`src/rtl/alu_pkg.sv`:
```
// alu_pkg: definitions shared by the registered 12-bit ALU, its command
// sequencer and their benches.
//   - OP_*    : 4-bit ALU function codes (ADD=0 .. EQ=f)
//   - ST_*    : sequencer FSM state encoding (IDLE/EXEC/CAP/RESP)
package alu_pkg;

    localparam int SEL_W   = 4;
    localparam int STATE_W = 2;

    localparam logic [SEL_W-1:0] OP_ADD  = 4'h0;
    localparam logic [SEL_W-1:0] OP_SUB  = 4'h1;
    localparam logic [SEL_W-1:0] OP_MULT = 4'h2;
    localparam logic [SEL_W-1:0] OP_DIV  = 4'h3;
    localparam logic [SEL_W-1:0] OP_SHL  = 4'h4;
    localparam logic [SEL_W-1:0] OP_SHR  = 4'h5;
    localparam logic [SEL_W-1:0] OP_RL   = 4'h6;
    localparam logic [SEL_W-1:0] OP_RR   = 4'h7;
    localparam logic [SEL_W-1:0] OP_AND  = 4'h8;
    localparam logic [SEL_W-1:0] OP_OR   = 4'h9;
    localparam logic [SEL_W-1:0] OP_XOR  = 4'ha;
    localparam logic [SEL_W-1:0] OP_NOR  = 4'hb;
    localparam logic [SEL_W-1:0] OP_NAND = 4'hc;
    localparam logic [SEL_W-1:0] OP_XNOR = 4'hd;
    localparam logic [SEL_W-1:0] OP_GT   = 4'he;
    localparam logic [SEL_W-1:0] OP_EQ   = 4'hf;

    localparam logic [STATE_W-1:0] ST_IDLE = 2'd0;
    localparam logic [STATE_W-1:0] ST_EXEC = 2'd1;
    localparam logic [STATE_W-1:0] ST_CAP  = 2'd2;
    localparam logic [STATE_W-1:0] ST_RESP = 2'd3;

endpackage

```
`src/rtl/alu_cmd_fifo.sv`:
```
// alu_cmd_fifo: synchronous FIFO holding packed {tag, sel, b, a} commands.
// No bypass: an entry is visible on rd_data no earlier than the edge after
// its push. Simultaneous push and pop are both honoured.
// Ports:
//   clk, rst          clock, synchronous active-high reset
//   push, wr_data     write request / data (ignored when full)
//   pop,  rd_data     read request (ignored when empty) / head entry
//   full, empty       occupancy flags, decoded from the registered count
module alu_cmd_fifo #(
    parameter int DATA_W = 32,
    parameter int DEPTH  = 4
) (
    input  logic              clk,
    input  logic              rst,
    input  logic              push,
    input  logic [DATA_W-1:0] wr_data,
    input  logic              pop,
    output logic [DATA_W-1:0] rd_data,
    output logic              full,
    output logic              empty
);
    localparam int PTR_W = $clog2(DEPTH);
    localparam int CNT_W = PTR_W + 1;

    logic [DATA_W-1:0] mem_q [DEPTH];
    logic [PTR_W-1:0]  wr_ptr_q, wr_ptr_d;
    logic [PTR_W-1:0]  rd_ptr_q, rd_ptr_d;
    logic [CNT_W-1:0]  count_q, count_d;
    logic              push_ok, pop_ok;

    assign full    = (count_q == CNT_W'(DEPTH));
    assign empty   = (count_q == '0);
    assign push_ok = push && !full;
    assign pop_ok  = pop && !empty;
    assign rd_data = mem_q[rd_ptr_q];

    // DEPTH is a power of two, so pointers wrap by natural overflow.
    always_comb begin
        wr_ptr_d = wr_ptr_q;
        rd_ptr_d = rd_ptr_q;
        count_d  = count_q + CNT_W'(push_ok) - CNT_W'(pop_ok);
        if (push_ok) wr_ptr_d = wr_ptr_q + PTR_W'(1);
        if (pop_ok)  rd_ptr_d = rd_ptr_q + PTR_W'(1);
    end

    always_ff @(posedge clk) begin
        if (rst) begin
            wr_ptr_q <= '0;
            rd_ptr_q <= '0;
            count_q  <= '0;
        end else begin
            wr_ptr_q <= wr_ptr_d;
            rd_ptr_q <= rd_ptr_d;
            count_q  <= count_d;
        end
    end

    // Storage needs no reset; the count gates visibility.
    always_ff @(posedge clk) begin
        if (push_ok) mem_q[wr_ptr_q] <= wr_data;
    end

endmodule

```
`src/rtl/alu_cmd_sequencer.sv`:
```
// alu_cmd_sequencer: issue stage for the registered (1-cycle latency) ALU.
// Buffers tagged commands, drives them one at a time onto the ALU operand
// registers, captures the result and returns it with its tag over a
// valid/ready response port. One command in flight; 3 cycles per command.
// Ports:
//   clk, rst                         clock, synchronous active-high reset
//   cmd_valid/ready, cmd_a/b/sel/tag command input (ready = FIFO not full)
//   alu_a/b/sel (out), alu_out (in)  registered ALU operands / ALU result
//   rsp_valid/ready, rsp_data/tag    response output
//   rsp_err                          divide-by-zero flag
// Optional build macro: DIVZERO_TRAP_EN -- DIV with b==0 returns all-ones
// and rsp_err=1 instead of the ALU value. Undefined: rsp_err stays 0.
module alu_cmd_sequencer
    import alu_pkg::*;
#(
    parameter int WIDTH = 12,
    parameter int DEPTH = 4,
    parameter int TAG_W = 4
) (
    input  logic             clk,
    input  logic             rst,
    input  logic             cmd_valid,
    output logic             cmd_ready,
    input  logic [WIDTH-1:0] cmd_a,
    input  logic [WIDTH-1:0] cmd_b,
    input  logic [3:0]       cmd_sel,
    input  logic [TAG_W-1:0] cmd_tag,
    output logic [WIDTH-1:0] alu_a,
    output logic [WIDTH-1:0] alu_b,
    output logic [3:0]       alu_sel,
    input  logic [WIDTH-1:0] alu_out,
    output logic             rsp_valid,
    input  logic             rsp_ready,
    output logic [WIDTH-1:0] rsp_data,
    output logic [TAG_W-1:0] rsp_tag,
    output logic             rsp_err
);
    localparam int DATA_W = TAG_W + SEL_W + 2 * WIDTH;

    logic [DATA_W-1:0]  fifo_rd_data;
    logic               fifo_full, fifo_empty, fifo_pop;
    logic [WIDTH-1:0]   f_a, f_b;
    logic [SEL_W-1:0]   f_sel;
    logic [TAG_W-1:0]   f_tag;

    logic [STATE_W-1:0] state_q, state_d;
    logic [WIDTH-1:0]   alu_a_q, alu_a_d, alu_b_q, alu_b_d;
    logic [SEL_W-1:0]   alu_sel_q, alu_sel_d;
    logic [TAG_W-1:0]   tag_q, tag_d;
    logic               rsp_valid_q, rsp_valid_d;
    logic [WIDTH-1:0]   rsp_data_q, rsp_data_d;
    logic [TAG_W-1:0]   rsp_tag_q, rsp_tag_d;
    logic               rsp_err_q, rsp_err_d;
    logic               div_trap;

    alu_cmd_fifo #(.DATA_W(DATA_W), .DEPTH(DEPTH)) u_fifo (
        .clk     (clk),
        .rst     (rst),
        .push    (cmd_valid),
        .wr_data ({cmd_tag, cmd_sel, cmd_b, cmd_a}),
        .pop     (fifo_pop),
        .rd_data (fifo_rd_data),
        .full    (fifo_full),
        .empty   (fifo_empty)
    );

    assign f_a   = fifo_rd_data[WIDTH-1:0];
    assign f_b   = fifo_rd_data[2*WIDTH-1:WIDTH];
    assign f_sel = fifo_rd_data[2*WIDTH+SEL_W-1:2*WIDTH];
    assign f_tag = fifo_rd_data[DATA_W-1:2*WIDTH+SEL_W];

    // Operand regs still hold the issued command during CAP.
`ifdef DIVZERO_TRAP_EN
    assign div_trap = (alu_sel_q == OP_DIV) && (alu_b_q == '0);
`else
    assign div_trap = 1'b0;
`endif

    always_comb begin
        state_d     = state_q;
        alu_a_d     = alu_a_q;
        alu_b_d     = alu_b_q;
        alu_sel_d   = alu_sel_q;
        tag_d       = tag_q;
        rsp_valid_d = rsp_valid_q;
        rsp_data_d  = rsp_data_q;
        rsp_tag_d   = rsp_tag_q;
        rsp_err_d   = rsp_err_q;
        fifo_pop    = 1'b0;
        case (state_q)
            ST_IDLE: begin
                if (!fifo_empty) begin
                    fifo_pop  = 1'b1;
                    alu_a_d   = f_a;
                    alu_b_d   = f_b;
                    alu_sel_d = f_sel;
                    tag_d     = f_tag;
                    state_d   = ST_EXEC;
                end
            end
            // ALU samples the stable operands at the end of this cycle.
            ST_EXEC: state_d = ST_CAP;
            ST_CAP: begin
                rsp_data_d  = div_trap ? {WIDTH{1'b1}} : alu_out;
                rsp_err_d   = div_trap;
                rsp_tag_d   = tag_q;
                rsp_valid_d = 1'b1;
                state_d     = ST_RESP;
            end
            ST_RESP: begin
                if (rsp_ready) begin
                    rsp_valid_d = 1'b0;
                    if (!fifo_empty) begin
                        fifo_pop  = 1'b1;
                        alu_a_d   = f_a;
                        alu_b_d   = f_b;
                        alu_sel_d = f_sel;
                        tag_d     = f_tag;
                        state_d   = ST_EXEC;
                    end else begin
                        state_d   = ST_IDLE;
                    end
                end
            end
            default: state_d = ST_IDLE;
        endcase
    end

    always_ff @(posedge clk) begin
        if (rst) begin
            state_q     <= ST_IDLE;
            alu_a_q     <= '0;
            alu_b_q     <= '0;
            alu_sel_q   <= '0;
            tag_q       <= '0;
            rsp_valid_q <= 1'b0;
            rsp_data_q  <= '0;
            rsp_tag_q   <= '0;
            rsp_err_q   <= 1'b0;
        end else begin
            state_q     <= state_d;
            alu_a_q     <= alu_a_d;
            alu_b_q     <= alu_b_d;
            alu_sel_q   <= alu_sel_d;
            tag_q       <= tag_d;
            rsp_valid_q <= rsp_valid_d;
            rsp_data_q  <= rsp_data_d;
            rsp_tag_q   <= rsp_tag_d;
            rsp_err_q   <= rsp_err_d;
        end
    end

    assign cmd_ready = !fifo_full;
    assign alu_a     = alu_a_q;
    assign alu_b     = alu_b_q;
    assign alu_sel   = alu_sel_q;
    assign rsp_valid = rsp_valid_q;
    assign rsp_data  = rsp_data_q;
    assign rsp_tag   = rsp_tag_q;
    assign rsp_err   = rsp_err_q;

endmodule

```
`config.mk`:
```
export PLATFORM = sky130hd
export DESIGN_NAME = alu_cmd_sequencer
export DESIGN_NICKNAME = d
export VERILOG_FILES = /design/src/rtl/alu_pkg.sv /design/src/rtl/alu_cmd_fifo.sv /design/src/rtl/alu_cmd_sequencer.sv
export SDC_FILE = /design/constraint.sdc
export NUM_CORES = 1
export LEC_CHECK = 0
export ABC_CLOCK_PERIOD_IN_PS = 2960
export BUFFER_PORTS_ARGS = -buffer_cell sky130_fd_sc_hd__buf_4
export CORE_UTILIZATION = 40
export CTS_BUF_LIST = sky130_fd_sc_hd__clkbuf_4 sky130_fd_sc_hd__clkbuf_8 sky130_fd_sc_hd__clkbuf_16
export DETAILED_ROUTE_END_ITERATION = 16
export SETUP_SLACK_MARGIN = 0.15
export SLEW_MARGIN = 40
export SYNTH_ARGS = -nofsm -noshare
export SYNTH_HDL_FRONTEND = slang
export SYNTH_SLANG_ARGS = --single-unit
```
`constraint.sdc`:
```
create_clock -name clk -period 2.96 [get_ports clk]
set_input_delay 0.888 -clock clk [delete_from_list [all_inputs] [get_ports clk]]
set_output_delay 0.888 -clock clk [all_outputs]
set_load 0.01 [all_outputs]
```
==> qor.csv, run 1 <==
metric,value,unit
Post-CTS Setup Repair Bufs,0,
post-synthesis compound-gate area fraction,0.0663,
Synth Cell Area,0.00732,mm^2
post_cts resized,0,
Pwr Density,931,mW/mm^2
GP Congestion,0.710,
post-synthesis mux area share,0.122,
Hold WC Path Type,reg2reg,
worst skew pair latency,420,ps
Final HPWL DP,9.38,mm
Die Span Y,137,um
status,completed,
CTS tree,yes,
most frequent cells in the layout,"edfxtp_1, buf_4, dfxtp_1",
DRT iter0 DRCs,253,
final hold vios,0,
Max IR drop VDD,461,uV
R2R Path End,u_fifo.count_q[2],
sequential-to-total area share from yosys stat,0.689,
vias in the first global route,4281,
Final Slew Violations,0,
Post-Synth Adder-Cell Area,0.0198,
worst-margin pin slew,710,ps
share of cells above drive strength 1,0.323,
Seq cells post-synth,188,
# Max-Cap Violations,0,
xor and xnor area share after synthesis,0.00120,
Post-synth top flop,edfxtp_1,
Syn-to-layout area delta,20.2,%
die area,0.0189,mm^2
initial antenna violation count,0,
worst path required time,3300,ps
H-tree depth,4,
P_leak,0.00313,uW
critical path arrival,2930,ps
fmax,385,MHz
largest cells by area after synthesis,"edfxtp_1, dfxtp_1, mux4_2",
clock root buffer,clkbuf_16,
skew final,8.79,ps
core box area,0.0180,mm^2
YS warnings,0,
DRT Pass-1 Iters,5,
GRT overflow,0,
Setup CP Type,reg2reg,
Synth top area share,0.525,
Routed WL per cell,19.2,um
first-pass GRT wire length,23.4,mm
unrepaired setup endpoints after global routing,no,
Hold Path Origin,alu_sel[1],
final wirelength,15.1,mm
Top-Level Pins,95,
post-route ant nets,0,
Synth async-reset ratio,0,
"Non-Filler Cell Area, Final",0.00880,mm^2
Max Buffers Root-to-Sink,2,
Filler Cell Count,1516,
TritonCTS buffer count,17,
hold_buf cts,0,
startpoint types,register,
Via Count,4175,
# clock sinks,188,
"most common cell after layout, fill and taps aside",edfxtp_1,
Reg area,0.00505,mm^2
Rows,49,
area of the multi-input gates,0.00199,mm^2
DP Area,0.00822,mm^2
Reg2Reg Depth,12,
Slew HR,0.527,
I/O Buffers,93,
Vias/cell,5.31,
TNS Setup,0,ps
number of distinct library cells after synthesis,39,
clock-pin transition on the worst setup and hold timing paths,60,ps
Post-route DRC,0,
Final setup viols,0,
"setup slack, reg-to-reg",370,ps
post-synthesis cell count,456,
cell taking the most area after synthesis,edfxtp_1,
Tcrit/Tclk final,0.877,
Crit Path Max Fanout,5,
Mean Syn Cell Area,16.1,um^2
largest net degree at the start of global routing,44,
"area fraction in and, or, nand and nor cells after synthesis",0.0608,
Tot Pwr,8190,uW
largest family of logic cells by synthesized area,multiplexers,
Final min period,2590,ps
Post-synth EDFFs,128,
FF-to-FF Start,state_q[0],
Total GRT Usage,0.170,
Die X,137,um
Hold Path End,alu_sel[1],
initial core utilization,0.408,
nets,603,
# diodes,0,
hold depth,2,
crit end category,register,
syn nets,515,
==> logic make-up (layout without fill, tap and decap cells) <==
logic type | after synthesis | in the layout
xor+xnor | 1 | 1
flops | 188 | 188
fa+ha+maj | 11 | 11
mux | 49 | 49
compound gates | 78 | 78
simple gates | 78 | 78
other cells | 1 | 1
buf+inv | 50 | 151
==> worst max-delay path by stage <==
stage,slack (ps),depth (start not counted),start,endpoint
floorplan,410,13,state_q[0],u_fifo.count_q[2]
global placement,190,11,rsp_ready,u_fifo.count_q[2]
detailed placement,90,11,rsp_ready,u_fifo.count_q[2]
CTS,360,12,state_q[0],u_fifo.count_q[2]
global route,220,12,state_q[0],u_fifo.count_q[2]
finish,370,12,state_q[0],u_fifo.count_q[2]
==> worst max-delay path: stages, from the launching register on <==
cell and delay [ps]:
dfxtp_1 390, inv_1 100, ha_1 240, a21oi_1 300, nor3_1 100, ha_1 300, inv_1 60, ha_1 130
inv_1 50, fa_1 370, xor2_1 160, and2_1 170, nor3_1 140
==> power by group <==
part / internal (uW) / switching [uW] / total [uW] / leakage, uW
combinational: 1120 / 1300 / 2420 / 0.00119
sequential: 3270 / 291 / 3560 / 0.00166
clock: 1270 / 943 / 2210 / 0.000278
==> registers in the layout (all words and copies together), names as in the netlist, named ones only <==
register	flops
alu_a	12
alu_b	12
alu_sel	4
rsp_data	12
rsp_tag	4
rsp_valid	1
state_q	2
tag_q	4
u_fifo.count_q	3
u_fifo.mem_q	128
u_fifo.rd_ptr_q	2
u_fifo.wr_ptr_q	2
==> cell usage after synthesis, types with 2 or more instances <==
library cell,number
o31ai_1,33
nor2b_1,5
buf_6,2
buf_4,5
mux4_2,32
a21oi_1,38
buf_12,3
nor3_1,2
nor2_1,21
o21ai_0,2
nand4_1,32
nand2_1,2
edfxtp_1,128
inv_1,10
and3_1,4
buf_2,18
a21o_1,2
mux2i_1,16
clkbuf_1,10
dfxtp_1,60
ha_1,10
nand3_1,4
==> layout make-up <==
cell class                 count  area share
clock buffer                  19      0.0500
clock inverter                13      0.0161
inverter                      10     0.00427
multi-input combinational    218       0.226
sequential                   188       0.573
tap                          229      0.0326
timing repair buffer         109      0.0973
==> routing by layer <==
metal	part of all wire	up-vias	global-route usage
li1	-	1964	-
met1	0.42	2098	0.207
met2	0.53	103	0.295
met3	0.049	10	0.0350
met4	0.0084	0	0.0672
met5	0	-	0
==> metrics by stage <==
stage	worst slack, ps	std cells	hold slack [ps]	util
after floorplan	412	456	448	-
after global placement	186	754	462	0.457
after detailed placement	86.5	754	468	0.457
after CTS	363	786	477	0.490
after global routing	220	786	505	0.490
final	365	786	474	0.490
Note: power is estimated with default switching activity, not from simulation.
==> run 2: changes to the inputs <==
- REMOVE_ABC_BUFFERS: default -> 1
==> qor.csv, run 2 (synthesis results as in run 1) <==
metric,value,unit,change
Final WS setup,332,ps,-33.4 ps
startpoint types,register,,
crit end category,output port,,
die area,0.0189,mm^2,unchanged
clock root buffer,clkbuf_16,,
largest net degree at the start of global routing,47,,+6.8%
Die X,137,um,unchanged
Vias/cell,5.35,,+0.68%
worst hold slack,471,ps,-2.22 ps
core box area,0.0180,mm^2,unchanged
Post-route DRC,0,,unchanged
"setup slack, reg-to-reg",420,ps,+50 ps
final wirelength,14.6,mm,-3.4%
Reg2Reg Depth,12,,unchanged
Max IR drop VDD,452,uV,-1.9%
max reg flops,128,,unchanged
Final HPWL DP,8.50,mm,-9.5%
post_cts resized,0,,unchanged
Placed Cells,750,,-0.53%
Die Span Y,137,um,unchanged
"most common cell after layout, fill and taps aside",edfxtp_1,,
H-tree depth,4,,unchanged
initial core utilization,0.408,,unchanged
Total GRT Usage,0.164,,-0.00582
most frequent cells in the layout,"edfxtp_1, buf_4, dfxtp_1",,
worst path required time,2070,ps,-1230 ps
Final Slew Violations,0,,unchanged
post-route ant nets,0,,unchanged
# clock sinks,188,,unchanged
final hold vios,0,,unchanged
Max Buffers Root-to-Sink,2,,unchanged
Pwr Density,941,mW/mm^2,+1.1%
Biggest register,u_fifo.mem_q,,
R2R Path End,u_fifo.count_q[2],,
Top-Level Pins,95,,unchanged
skew final,7.34,ps,-1.45 ps
hold depth,2,,unchanged
GRT overflow,0,,unchanged
Hold Path End,tag_q[3],,
pre-CTS setup slack,144,ps,+57.9 ps
initial antenna violation count,0,,unchanged
first-pass GRT wire length,22.4,mm,-4.5%
fmax,380,MHz,-1.3%
status,completed,,
clock network fraction of total power,0.283,,+0.013
sequential power share,0.429,,-0.006
worst skew pair latency,430,ps,about the same
"Non-Filler Cell Area, Final",0.00884,mm^2,+0.47%
P_leak,0.00313,uW,-0.11%
I/O Buffers,93,,unchanged
Hold Path Origin,tag_q[3],,
Final min period,2630,ps,+33.4 ps
Hold WC Path Type,reg2reg,,
Rows,49,,unchanged
"non-filler cells, final",782,,-0.51%
share of cells above drive strength 1,0.327,,+0.00415
DRT Pass-1 Iters,4,,-1
vias in the first global route,4143,,-3.2%
DP Area,0.00822,mm^2,about the same
GP Congestion,0.704,,-0.86%
Setup CP Type,reg2out,,
Power Internal,5820,uW,+2.8%
Slew HR,0.565,,+0.0382
Final setup viols,0,,unchanged
Syn-to-layout area delta,20.7,%,
TNS Setup,0,ps,unchanged
# diodes,0,,unchanged
worst-margin pin slew,652,ps,-57.3 ps
unrepaired setup endpoints after global routing,no,,
critical path arrival,1740,ps,-1190 ps
combinational share of power,0.288,,-0.007
Routed WL per cell,18.7,um,-2.9%
FF-to-FF Start,state_q[0],,
TritonCTS buffer count,17,,unchanged
hold_buf cts,0,,unchanged
switching portion of total power,0.301,,-0.00821
Post-CTS Setup Repair Bufs,0,,unchanged
nets,599,,-0.66%
Filler Cell Count,1528,,+0.79%
CTS tree,yes,,
Tcrit/Tclk final,0.888,,+0.0113
switching power,2510,uW,-1.1%
Via Count,4182,,+0.17%
Crit Path Max Fanout,7,,+2
DRT iter0 DRCs,258,,+2.0%
# Max-Cap Violations,0,,unchanged
clock-pin transition on the worst setup and hold timing paths,60,ps,about the same
CP Launch Point,u_fifo.count_q[2],,
## run 2: cell types whose count changed in the layout (fill, tap and decap cells not counted), moves of 2 or more
cell,change
buf_4,-5
and3_2,+4
and3_1,-4
bufinv_16,+2
clkbuf_4,-2
## run 2: worst max-delay path, cell delays in order (launching register included)
cell,delay [ps]
dfxtp_1,450
nor3b_1,430
inv_1,230
buf_4,200
## run 2: final cells by class
cell class                      count  area (um^2)  share of cell area
Sequential cell                   188         5050               0.571
Clock buffer                       17          425              0.0481
Multi-Input combinational cell    218         2010               0.227
Inverter                           10         37.5             0.00425
Timing Repair Buffer              105          838              0.0948
Tap cell                          229          287              0.0324
Clock inverter                     15          194              0.0219
## run 2: power groups by stage
stage,Combinational (uW),Clock (uW),Sequential [uW]
global route,2620,2510,3640
detailed placement,2430,0,3640
floorplan,1310,0,3710
global placement,2400,0,3620
finish,2400,2350,3570
CTS,2430,2410,3580
## run 2: worst max path at each step
stage                                   end  cells after the start
after floorplan           u_fifo.count_q[2]                     10
after global placement    u_fifo.count_q[2]                     11
after detailed placement  u_fifo.count_q[2]                     11
after CTS                         cmd_ready                      3
after global routing              cmd_ready                      3
final                             cmd_ready                      3
## run 2: stage by stage
| stage | utilization | total power (uW) |
|---|---|---|
| CTS | 0.492 | 8430 |
| detailed placement | 0.457 | 6060 |
| floorplan | - | 5020 |
| finish | 0.492 | 8320 |
| global placement | 0.457 | 6020 |
| global route | 0.492 | 8770 |
## run 2: metal layers
metal / vias up / wire [um] / track usage / part of all wire
met5: - / 0 / 0 / 0
met4: 0 / 158 / 0.0568 / 0.011
met3: 14 / 748 / 0.0364 / 0.051
met2: 116 / 7350 / 0.283 / 0.50
met1: 2096 / 6340 / 0.204 / 0.43
li1: 1956 / - / - / -
==> run 3: changes to the inputs <==
- CORE_ASPECT_RATIO: default -> 1.1
- CORE_MARGIN: default -> 10
==> qor.csv, run 3 (synthesis results as in run 1) <==
metric,value,unit,change
Final Slew Violations,0,,unchanged
Final HPWL DP,9.78,mm,+15%
initial core utilization,0.410,,+0.00220
status,completed,,
Pwr Density,934,mW/mm^2,-0.74%
Biggest register,u_fifo.mem_q,,
nets,599,,unchanged
startpoint types,register,,
Tcrit/Tclk final,0.866,,-0.0221
initial antenna violation count,0,,unchanged
Post-CTS Setup Repair Bufs,0,,unchanged
P_leak,0.00314,uW,+0.25%
TritonCTS buffer count,17,,unchanged
Final setup viols,0,,unchanged
CTS tree,yes,,
Via Count,4183,,+0.024%
Setup CP Type,reg2reg,,
clock network fraction of total power,0.276,,-0.007
die area,0.0241,mm^2,+28%
GRT overflow,0,,unchanged
DRT iter0 DRCs,271,,+5.0%
GP Congestion,0.706,,+0.26%
worst path required time,3300,ps,+1230 ps
max reg flops,128,,unchanged
Placed Cells,759,,+1.2%
Hold WC Path Type,reg2reg,,
Final min period,2560,ps,-65.3 ps
CP Launch Point,state_q[0],,
Total GRT Usage,0.132,,-0.0327
first-pass GRT wire length,24.7,mm,+10%
largest net degree at the start of global routing,53,,+13%
Max Buffers Root-to-Sink,2,,unchanged
Reg2Reg Depth,12,,unchanged
most frequent cells in the layout,"edfxtp_1, buf_4, dfxtp_1",,
# diodes,0,,unchanged
vias in the first global route,4523,,+9.2%
Syn-to-layout area delta,20.7,%,about the same
post-route ant nets,0,,unchanged
Crit Path Max Fanout,5,,-2
Die X,149,um,+8.5%
core box area,0.0179,mm^2,-0.54%
Filler Cell Count,1563,,+2.3%
Reg area,0.00505,mm^2,unchanged
Top-Level Pins,95,,unchanged
post_cts resized,0,,unchanged
critical path arrival,2910,ps,+1170 ps
R2R Path End,u_fifo.count_q[2],,
"non-filler cells, final",791,,+1.2%
clock-pin transition on the worst setup and hold timing paths,60,ps,about the same
# Max-Cap Violations,0,,unchanged
"most common cell after layout, fill and taps aside",edfxtp_1,,
Routed WL per cell,19.9,um,+6.8%
sequential power share,0.434,,+0.005
"Non-Filler Cell Area, Final",0.00884,mm^2,about the same
skew final,7.25,ps,-0.0917 ps
final wirelength,15.8,mm,+8.0%
fmax,390,MHz,+2.5%
Tot Pwr,8260,uW,-0.78%
Vias/cell,5.29,,-1.1%
DRT Pass-1 Iters,4,,unchanged
H-tree depth,4,,unchanged
clock root buffer,clkbuf_16,,
FF-to-FF Start,state_q[0],,
# clock sinks,188,,unchanged
"setup slack, reg-to-reg",400,ps,-20 ps
Rows,51,,+4.1%
worst skew pair latency,420,ps,about the same
worst-margin pin slew,618,ps,-34.4 ps
Post-route DRC,0,,unchanged
area of the multi-input gates,0.00201,mm^2,unchanged
unrepaired setup endpoints after global routing,no,,
switching power,2510,uW,about the same
Max IR drop VDD,424,uV,-6.3%
final hold vios,0,,unchanged
Slew HR,0.588,,+0.0229
I/O Buffers,93,,unchanged
Power Internal,5750,uW,-1.1%
Die Span Y,162,um,+18%
hold_buf cts,0,,unchanged
CP Capture Point,u_fifo.count_q[2],,
switching portion of total power,0.303,,+0.00237
crit end category,register,,
DP Area,0.00823,mm^2,+0.14%
share of cells above drive strength 1,0.331,,+0.00362
combinational share of power,0.290,,+0.002
-- run 3: changes by cell type in the layout (fill, tap and decap cells not counted), sizes merged --
cell / delta
bufinv: -2
clkinvlp: -3
clkinv: -2
clkbuf: +7
-- run 3: cell type report --
cell class,instances,area share
Inverter,10,0.00425
Timing Repair Buffer,105,0.0949
Clock buffer,24,0.0562
Clock inverter,8,0.0122
Sequential cell,188,0.571
Multi-Input combinational cell,218,0.227
Tap cell,238,0.0337
-- run 3: how the worst min path moves through the flow --
stage                        start  endpoint  slack [ps]  cells past startpoint
final                     tag_q[3]  tag_q[3]         470                      2
after floorplan           tag_q[0]  tag_q[0]         440                      2
after CTS                 tag_q[3]  tag_q[3]         470                      2
after detailed placement  tag_q[3]  tag_q[3]         460                      2
after global routing      alu_a[9]  alu_a[9]         490                      2
after global placement    tag_q[2]  tag_q[2]         460                      2
-- run 3: metal layers --
layer | global-route usage | wire [um] | vias up
li1 | - | - | 1953
met1 | 0.154 | 6510 | 2109
met2 | 0.223 | 7930 | 104
met3 | 0.0428 | 1110 | 17
met4 | 0.0460 | 219 | 0
met5 | 0 | 0 | -
-- run 3: power by group through the flow --
| stage | combinational (uW) | sequential [uW] | clock [uW] |
|---|---|---|---|
| global route | 2630 | 3650 | 2440 |
| global placement | 2380 | 3620 | 0 |
| floorplan | 1310 | 3710 | 0 |
| finish | 2400 | 3580 | 2280 |
| detailed placement | 2430 | 3650 | 0 |
| CTS | 2440 | 3600 | 2330 |
-- run 3: worst max-delay path, cell delays in order (launching register included) --
cell and delay (ps):
dfxtp_1 410, inv_1 110, ha_1 230, a21oi_1 320, nor3_1 90, ha_1 300
inv_1 60, ha_1 130, inv_1 50, fa_1 360, xor2_1 160, and2_1 170
nor3_1 110
-- run 3: through the flow --
stage / hold slack, ps / setup WS [ps] / setup TNS, ps / util
6_report: 470 / 397 / 0 / 0.495
5_1_grt: 490 / 202 / 0 / 0.495
3_5_place_dp: 462 / 128 / 0 / 0.461
3_3_place_gp: 455 / 177 / 0 / 0.460
4_1_cts: 471 / 406 / 0 / 0.494
2_1_floorplan: 442 / -142 / -142 / -
